==> config.mk <==
export PLATFORM = sky130hd
export DESIGN_NAME = ccff_chain_loader
export DESIGN_NICKNAME = d
export VERILOG_FILES = /design/src/rtl/ccff_chain_loader.sv
export SDC_FILE = /design/constraint.sdc
export NUM_CORES = 1
export LEC_CHECK = 0
export BUFFER_PORTS_ARGS = -buffer_cell sky130_fd_sc_hd__buf_2
export CORE_UTILIZATION = 35
export CTS_CLUSTER_DIAMETER = 100
export DETAILED_ROUTE_END_ITERATION = 7
export GPL_TIMING_DRIVEN = 0
export PLACE_DENSITY = 0.55
export SYNTH_ARGS = -nofsm -noshare
export SYNTH_HDL_FRONTEND = slang
export SYNTH_SLANG_ARGS = --single-unit
export TNS_END_PERCENT = 10
==> constraint.sdc <==
create_clock -name prog_clk -period 3.5 [get_ports prog_clk]
set_input_delay 0.7 -clock prog_clk [delete_from_list [all_inputs] [get_ports prog_clk]]
set_output_delay 0.7 -clock prog_clk [all_outputs]
set_load 0.1 [all_outputs]
==> src/rtl/ccff_chain_loader.sv <==
// ccff_chain_loader: serialises configuration words onto the head of a
// configuration flip-flop chain. Optionally recirculates the chain once and
// compares CRC-16 signatures of the written and returned bit streams before
// reporting cfg_done.
module ccff_chain_loader #(
  parameter int CHAIN_LEN = 8,
  parameter int WORD_W    = 8,
  parameter bit VERIFY    = 1'b1,
  parameter int CNT_W     = $clog2(CHAIN_LEN + 1)
) (
  input  logic              prog_clk,
  input  logic              prog_reset,
  input  logic              start,
  input  logic [WORD_W-1:0] s_data,
  input  logic              s_valid,
  output logic              s_ready,
  output logic              ccff_head,
  output logic              chain_en,
  input  logic              ccff_tail,
  output logic              busy,
  output logic              cfg_done,
  output logic              error,
  output logic [CNT_W-1:0]  bit_count
);

  localparam int              IDX_W    = (WORD_W > 1) ? $clog2(WORD_W) : 1;
  localparam logic [CNT_W-1:0] LAST_BIT = CNT_W'(CHAIN_LEN - 1);
  localparam logic [CNT_W-1:0] FULL_CNT = CNT_W'(CHAIN_LEN);
  localparam logic [IDX_W-1:0] LAST_IDX = IDX_W'(WORD_W - 1);
  localparam logic [15:0]      CRC_INIT = 16'hFFFF;
  localparam logic [15:0]      CRC_POLY = 16'h1021;

  typedef enum logic [2:0] {
    ST_IDLE   = 3'd0,
    ST_LOAD   = 3'd1,
    ST_VERIFY = 3'd2,
    ST_CHECK  = 3'd3,
    ST_DONE   = 3'd4,
    ST_ERR    = 3'd5
  } state_t;

  // One bit-serial CRC-16 step, feedback taken from the MSB.
  function automatic logic [15:0] crc16_step(input logic [15:0] crc, input logic din);
    logic fb;
    fb = crc[15] ^ din;
    crc16_step = {crc[14:0], 1'b0} ^ (fb ? CRC_POLY : 16'h0000);
  endfunction

  state_t             state_r;
  logic [WORD_W-1:0]  buf_r;
  logic               buf_valid_r;
  logic [IDX_W-1:0]   idx_r;
  logic [CNT_W-1:0]   bit_count_r;
  logic [15:0]        tx_crc_r;
  logic [15:0]        rx_crc_r;
  logic               busy_r;
  logic               cfg_done_r;
  logic               error_r;

  // Sequencer: word buffering, bit counting, CRC accumulation and status flags.
  always_ff @(posedge prog_clk) begin
    if (prog_reset) begin
      state_r     <= ST_IDLE;
      buf_r       <= '0;
      buf_valid_r <= 1'b0;
      idx_r       <= '0;
      bit_count_r <= '0;
      tx_crc_r    <= CRC_INIT;
      rx_crc_r    <= CRC_INIT;
      busy_r      <= 1'b0;
      cfg_done_r  <= 1'b0;
      error_r     <= 1'b0;
    end else begin
      case (state_r)
        ST_IDLE, ST_DONE, ST_ERR: begin
          if (start) begin
            state_r     <= ST_LOAD;
            buf_valid_r <= 1'b0;
            idx_r       <= '0;
            bit_count_r <= '0;
            tx_crc_r    <= CRC_INIT;
            rx_crc_r    <= CRC_INIT;
            busy_r      <= 1'b1;
            cfg_done_r  <= 1'b0;
            error_r     <= 1'b0;
          end
        end
        ST_LOAD: begin
          if (buf_valid_r) begin
            tx_crc_r <= crc16_step(tx_crc_r, buf_r[idx_r]);
            idx_r    <= idx_r + IDX_W'(1);
            // Final bit of the word, or final bit of the chain: drop the rest.
            if ((idx_r == LAST_IDX) || (bit_count_r == LAST_BIT)) begin
              buf_valid_r <= 1'b0;
            end
            if (bit_count_r == LAST_BIT) begin
              bit_count_r <= '0;
              if (VERIFY) begin
                state_r <= ST_VERIFY;
              end else begin
                state_r    <= ST_DONE;
                busy_r     <= 1'b0;
                cfg_done_r <= 1'b1;
              end
            end else begin
              bit_count_r <= bit_count_r + CNT_W'(1);
            end
          end else if (s_valid && s_ready) begin
            buf_r       <= s_data;
            buf_valid_r <= 1'b1;
            idx_r       <= '0;
          end
        end
        ST_VERIFY: begin
          rx_crc_r    <= crc16_step(rx_crc_r, ccff_tail);
          bit_count_r <= bit_count_r + CNT_W'(1);
          if (bit_count_r == LAST_BIT) begin
            state_r <= ST_CHECK;
          end
        end
        ST_CHECK: begin
          busy_r <= 1'b0;
          if (rx_crc_r == tx_crc_r) begin
            state_r    <= ST_DONE;
            cfg_done_r <= 1'b1;
          end else begin
            state_r <= ST_ERR;
            error_r <= 1'b1;
          end
        end
        default: begin
          state_r     <= ST_IDLE;
          buf_valid_r <= 1'b0;
          busy_r      <= 1'b0;
          cfg_done_r  <= 1'b0;
          error_r     <= 1'b0;
        end
      endcase
    end
  end

  // Chain-side strobes: shift only while a buffered bit or recirculated bit is available.
  always_comb begin
    s_ready   = 1'b0;
    chain_en  = 1'b0;
    ccff_head = 1'b0;
    case (state_r)
      ST_LOAD: begin
        if (buf_valid_r) begin
          chain_en  = 1'b1;
          ccff_head = buf_r[idx_r];
        end else begin
          s_ready = (bit_count_r < FULL_CNT);
        end
      end
      ST_VERIFY: begin
        chain_en  = 1'b1;
        ccff_head = ccff_tail;
      end
      default: begin
        s_ready   = 1'b0;
        chain_en  = 1'b0;
        ccff_head = 1'b0;
      end
    endcase
  end

  assign busy      = busy_r;
  assign cfg_done  = cfg_done_r;
  assign error     = error_r;
  assign bit_count = bit_count_r;

endmodule

======== Yosys cells after proc, flatten, opt, wreduce, memory -nomap -nowiden ========
Index checks and enable logic that the tools add are counted.
storage, ports and cells
  flip-flop bits (word level) ............. 54
  bits of input ports ..................... 13
  output and inout bits ................... 10
  logic and storage cells ................. 94
cells by class
  $add $sub $neg .......................... 2
  magnitude comparators ................... 2
  equal/unequal tests ..................... 15
  multiplexer cells ....................... 39
  bitwise operators ....................... 7
  reduce and logical (&&, ||, !) cells .... 19
operators with widths
  cell                 count
  $pmux 16 s2          2
  $mux 16              2
  $xor 16x13->16       2
  $mux 13              2
  $mux 3               7
  $reduce_and 3->1     6
  $eq 16x16->1         1
  $mux 1               13
  $mux 4               3
  $ne 2x2->1 const B   6
  $pmux 3 s4           1
  $pmux 4 s3           1
  $eq 3x3->1 const B   3
  $pmux 1 s3           3
  $eq 3x2->1 const B   2
  $pmux 1 s2           3
  $pmux 3 s2           1
  $reduce_and 2->1     3
  $add 4x1->4 const B  1
  $eq 4x3->1 const B   1
  $lt 3x4->1 const B   1
  $lt 4x4->1 const B   1
  $reduce_and 4->1     1
  $reduce_bool 2->1    2
  12 further kinds     16

======== Depth between registers and ports, before layout ========
Gate-level depths: netlist of run 1.
  word-level depth ........................ 7
  gate-level depth with buffers ........... 8
  depth with buffers taken out ............ 6

======== Worst setup path after synthesis of run 1 ========
OpenSTA, ideal clock, no wires.
  path kind ............................... reg2out
  start ................................... register state_r[1]
  end ..................................... output port s_ready
  arrival time ............................ 3.226 ns
  slack ................................... -0.426 ns
  stages on the path, launching flop included .. 6
  path through ............................ dfxtp_1 buf_2 or3_1 clkbuf_1 clkbuf_1 nor3_1
between the ends
  word-level cells in the longest chain between the ends .. 2
ends and longest elaborated chain
  what                    line  text
  start, declared         49    state_t state_r;
  start signal, assigned  63    state_r <= ST_IDLE;
  start signal, assigned  77    state_r <= ST_LOAD;
  start signal, assigned  99    state_r <= ST_VERIFY;
  $eq 3x1->1              147   case (state_r)
  $mux 1                  147
  end, declared           16    output logic s_ready,
No other way between the ends.

======== Worst setup path in the final report of run 1 ========
  start ................................... register state_r[0]
  end ..................................... output port s_ready
The elaborated chain is that of the path after synthesis.

==> metrics.txt, run 1 <==
fill count 687; XOR/XNOR Fraction of Synth Area 0.0831; Switching Share 0.267; Power Density 421 mW/mm2; min-delay src busy; WHS Path Cells 2; clk slew on worst S/H paths approximately 100 ps; Synth Area in Compound Gates 0.174; Die W 86.7 um; Die Ht ~87 um; unrepaired setup endpoints after global routing no; total clock buffers created by CTS 5; status completed; Hold WS roughly 460 ps; Top FF cell, synth dfxtp_1; Reg2Reg Launch Point idx_r[0]; clock buffer depth 2; Gate power share 0.121; Pre-Repair DR Iteration Count 4; first-pass GRT wire length between 9000 and 10000 um; RD Place Congestion 0.776; clk sinks 54; DR iter-0 viols 74; Ant. Diodes 0; die area about 0.0075 mm2; per-cell routed wire length 13.9 um; Setup crit start kind register; Final Hold Fails 0; Slew headroom 0.597; post-synthesis mux area share 0.0657; initial antenna violation count 0; Flop pwr share 0.523; worst-path fanout max 10; CP peak stage delay roughly 450 ps; Tcrit/Tclk final 0.868; post-synthesis adder-cell area fraction 0.0149; H-tree levels 2; via count roughly 2000; most frequent cells in the layout 54 x dfxtp_1, 35 x nor2_1, 28 x buf_2, 21 x xor2_1; Ys Warns 0; Yosys reg bits 54; commonest non-fill, non-tap cell in the layout dfxtp_1; reg2reg setup slack ~1600 ps; post-synthesis cell type count 44; grt total ovfl 0; Cell Area, Synth approximately 0.0025 mm2; max cap viols 0; post-synthesis simple-gate area fraction 0.192; hpwl dp ~4100 um; Starting Density 0.366; fraction of layout cells with a size suffix above 1 0.148; clock group share of total power 0.356; Seq/Total Area, Yosys 0.430; Hold-fix buffers, CTS 0; DRT antenna net count 0; Setup violations, final 0; post-synthesis cell count ~280; io pins 23; Hold Crit Class register to register; Internal just under 900 uW; Avg Cell Area, Syn around 9.1 um2; Area Overhead vs Synth 13.7%; CP endpoint kind output port; ys async rst share 0; final count of pins violating max slew 0; PostCTS Resize Cnt 0; VDD IR max 0.000178 V; port buffer count 21; maximum clock frequency 329 MHz; main combinational cell family by area after synthesis simple AND/OR/NAND/NOR gates; largest net degree at the start of global routing 18; CP required about 2800 ps; final period demand of the worst path 3040 ps; row count 30; number of synthesized flops with an enable pin 0; drt drc 0; syn nets between 200 and 300; Clock Skew between 10 and 15 ps; CP max stage cell buf_2; Crit path buffers/inverters 5; Final #Nets 320; core area 0.00687 mm2; Post-CTS Setup Repair Bufs 0; Cell Chain, Critical Path buf_2, inv_1, or3_1, clkbuf_1, clkbuf_1, nor3_2, buf_2; worst r2r path cells 5; Worst Hold Path EP busy; CP top delay family buffers and inverters; CTS tree built; setup tns final 0 ps; Final Util 0.416; via density per instance a little under 5; Setup CP Type register to output port; reg2reg end tx_crc_r[12]; Arr. time, crit path approximately 2300 ps; Clk Tree Root Cell clkbuf_8; P_sw 322 uW; total routed wirelength about 5600 um; worst skew pair latency 310 ps; vias in the first global route 1844; Total Routing Usage GR 0.157; Worst-Margin Slew 605 ps; Lkg Pwr between 0.001 and 0.0015 uW
-- synthesized netlist by cell type (3+ instances only) --
library cell  count  share of area
o21ai_0           4         0.0080
nor4_1            4          0.010
nor2_1           35          0.052
o21bai_1         14          0.042
mux2i_1           9          0.036
a21oi_1          10          0.020
dfxtp_1          54           0.43
nand3_1           3         0.0060
nand2b_1         17          0.042
a22oi_1           3         0.0090
buf_2             7          0.014
xor2_1           21          0.073
ha_1              3          0.015
nand2_1           9          0.013
o22ai_1          17          0.042
clkbuf_1         14          0.021
nor3_1           16          0.032
inv_1             4         0.0060
-- worst register-to-register path, cell delays in order (launching register included) --
cell and delay, ps:
dfxtp_1 460, mux4_1 640, mux2i_4 210, xnor2_2 170, xor2_1 190, o32a_1 150
-- worst max-delay path by stage --
stage | startpoint | to | slack (ps) | cells after the start
after floorplan | state_r[2] | ccff_head | 420 | 5
after global placement | state_r[0] | s_ready | 840 | 7
after detailed placement | state_r[0] | s_ready | 830 | 7
after CTS | state_r[0] | s_ready | 470 | 7
after global routing | state_r[0] | s_ready | 290 | 7
final | state_r[0] | s_ready | 460 | 7
-- state kept, by name, summed over array words and instances, names as in the netlist --
signal       flops
buf_r            8
busy             1
bit_count        4
buf_valid_r      1
cfg_done         1
rx_crc_r        16
error            1
tx_crc_r        16
idx_r            3
state_r          3
-- metrics by stage --
stage / cell area (um2) / setup WS, ps / power (uW) / instances
6_report: 2860 / 464 / 1200 / 401
4_1_cts: 2860 / 468 / 1220 / 401
3_3_place_gp: 2740 / 837 / 790 / 393
5_1_grt: 2860 / 292 / 1250 / 401
3_5_place_dp: 2740 / 826 / 790 / 393
2_1_floorplan: 2520 / 420 / 756 / 276
-- routing by layer --
layer / share of wire / GRT usage
met3: 0.032 / 0.0276
met1: 0.54 / 0.228
met5: 0 / 0
met2: 0.42 / 0.245
met4: 0.0079 / 0.0318
-- cell type report --
| cell class | count | area [um2] | area share |
|---|---|---|---|
| tap | 96 | 120 | 0.0420 |
| sequential | 54 | 1080 | 0.378 |
| clock buffer | 5 | 68.8 | 0.0241 |
| clock inverter | 3 | 45.0 | 0.0158 |
| inverter | 4 | 15.0 | 0.00525 |
| timing repair buffer | 21 | 105 | 0.0368 |
| buffer | 21 | 87.6 | 0.0306 |
| multi-input combinational | 197 | 1340 | 0.467 |
-- cells by family (layout without fill, tap and decap cells) --
logic type,after synthesis,count (layout)
AND/OR/NAND/NOR,96,96
AO/OA/AOI/OAI,63,63
flip-flops,54,54
buffers and inverters,25,54
XOR/XNOR,23,23
multiplexers,12,12
adder cells (fa/ha/maj),3,3
-- power by group through the flow --
| stage | registers, uW | clock network [uW] | logic [uW] |
|---|---|---|---|
| floorplan | 670 | 0 | 86.5 |
| global placement | 644 | 0 | 145 |
| detailed placement | 645 | 0 | 146 |
| CTS | 631 | 442 | 146 |
| global route | 632 | 462 | 158 |
| finish | 630 | 429 | 145 |
Power figures use the tool's default switching activity.
==> run 2: changes to the inputs <==
- CORE_ASPECT_RATIO: default -> 1.5
- SLEW_MARGIN: default -> 10
- TNS_END_PERCENT: 10 -> 30
==> run 2 against run 1 <==
Net effect: final cell count down 4.7%; first-iteration DRC count unchanged; clock power down 20%; cell area down 2.0%; sequential share of layout area up 0.76 points; global-route usage up 0.83 points; wire length up 5.2%; count of clock-buffer cells in the layout up 1; sequential power about the same; clock skew down 2.7 ps; power down 7.2%; register-to-register slack about the same; critical endpoint unchanged; highest routed layer unchanged.
==> metrics.txt, run 2 (synthesized netlist as in run 1, its figures left out) <==
status completed; multi-input logic area 0.00134 mm2; Setup violations, final 0; hpwl dp ~4500 um; Area Overhead vs Synth 11.4%; CP peak stage delay roughly 450 ps; CP required approximately 2800 ps; maximum clock frequency around 330 MHz; via density per instance approximately 5.4; clk sinks 54; PostCTS Resize Cnt 0; setup tns final 0 ps; worst-path fanout max 10; max cap viols 0; Pre-Repair DR Iteration Count 4; per-cell routed wire length 15.4 um; Ant. Diodes 0; unrepaired setup endpoints after global routing no; Clock Skew 9.21 ps; Die W between 70 and 80 um; row count 37; core area around 0.0069 mm2; Arr. time, crit path around 2300 ps; worst skew pair latency 310 ps; worst r2r path cells 7; CP max stage cell buf_2; storage element area between 0.001 and 0.0015 mm2; Hold-fix buffers, CTS 0; CTS tree built; Starting Density 0.364; fill count 715; Hold WS between 400 and 500 ps; Worst-Margin Slew between 500 and 600 ps; first-pass GRT wire length just under 10000 um; Worst Hold Path EP busy; Lkg Pwr ~0.0011 uW; Clk Tree Root Cell clkbuf_8; Slew headroom 0.605; DR iter-0 viols 74; Final Hold Fails 0; Setup CP Type register to output port; DRT antenna net count 0; total clock buffers created by CTS 5; port buffer count 21; total routed wirelength 5870 um; Total Routing Usage GR 0.166; commonest non-fill, non-tap cell in the layout dfxtp_1; Tot Pwr around 1100 uW; drt drc 0; io pins 23; most frequent cells in the layout 54 x dfxtp_1, 35 x nor2_1, 28 x buf_2, 21 x xor2_1; Final #Nets 320; Tcrit/Tclk final 0.862; reg2reg setup slack roughly 1600 ps; Power Density approximately 400 mW/mm2; die area around 0.0075 mm2; VDD IR max approximately 0.00015 V; initial antenna violation count 0; fraction of layout cells with a size suffix above 1 0.141; Hold Crit Class register to register; largest net degree at the start of global routing 16; Reg2Reg Launch Point state_r[0]; grt total ovfl 0; clk slew on worst S/H paths approximately 90 ps; CP endpoint kind output port; final count of pins violating max slew 0; Largest regs rx_crc_r x16, tx_crc_r x16, buf_r x8; Setup crit start kind register; reg2reg end rx_crc_r[2]; H-tree levels 2; RD Place Congestion 0.778; min-delay src busy; final period demand of the worst path roughly 3000 ps; via count 2050; Post-CTS Setup Repair Bufs 0; Cell Chain, Critical Path buf_2, inv_1, or3_1, clkbuf_1, clkbuf_1, nor3_2, buf_2; Die Ht ~110 um; vias in the first global route 2023; WHS Path Cells 2; clock buffer depth 2
==> run 2: cell count changes in the layout (fill, tap and decap cells not counted) <==
cell,previous run,this run
bufinv_16,1,0
clkbuf_1,14,15
clkinvlp_4,2,1
==> run 2: power breakdown <==
part           internal (uW)  switching [uW]
Clock                    138             204
Combinational           44.9             101
Sequential               624            6.05
==> run 2: how the worst max path moves through the flow <==
stage	start	end	slack, ps	depth (start not counted)
2_1_floorplan	state_r[2]	ccff_head	420	5
3_3_place_gp	state_r[0]	s_ready	810	7
3_5_place_dp	state_r[0]	s_ready	810	7
4_1_cts	state_r[0]	s_ready	460	7
5_1_grt	state_r[0]	s_ready	340	7
6_report	state_r[0]	s_ready	480	7
==> run 2: layout make-up <==
cell class,instances,share of cell area
Clock inverter,1,0.00268
Multi-Input combinational cell,197,0.477
Inverter,4,0.00536
Tap cell,78,0.0348
Sequential cell,54,0.386
Timing Repair Buffer,21,0.0375
Clock buffer,6,0.0259
Buffer,21,0.0313
==> run 2: stage by stage <==
step | instances | worst slack (ps) | instance area, um2 | util
final | 382 | 483 | 2800 | 0.406
after global routing | 382 | 336 | 2800 | 0.406
after CTS | 382 | 464 | 2800 | 0.406
after detailed placement | 375 | 815 | 2720 | 0.395
after global placement | 375 | 806 | 2720 | 0.395
after floorplan | 276 | 420 | 2520 | -
==> run 2: critical path: cells and delay by family (launching register included) <==
family / cells / cell delay (ps)
buf+inv: 5 / 1250
simple gates: 2 / 450
flops: 1 / 310
==> run 2: metal layers <==
| layer | track usage | up-vias | wire, um |
|---|---|---|---|
| met4 | 0.0529 | 0 | 92 |
| met2 | 0.307 | 41 | 3070 |
| li1 | - | 1031 | - |
| met3 | 0.0363 | 9 | 188 |
| met1 | 0.183 | 969 | 2520 |
| met5 | 0 | - | 0 |
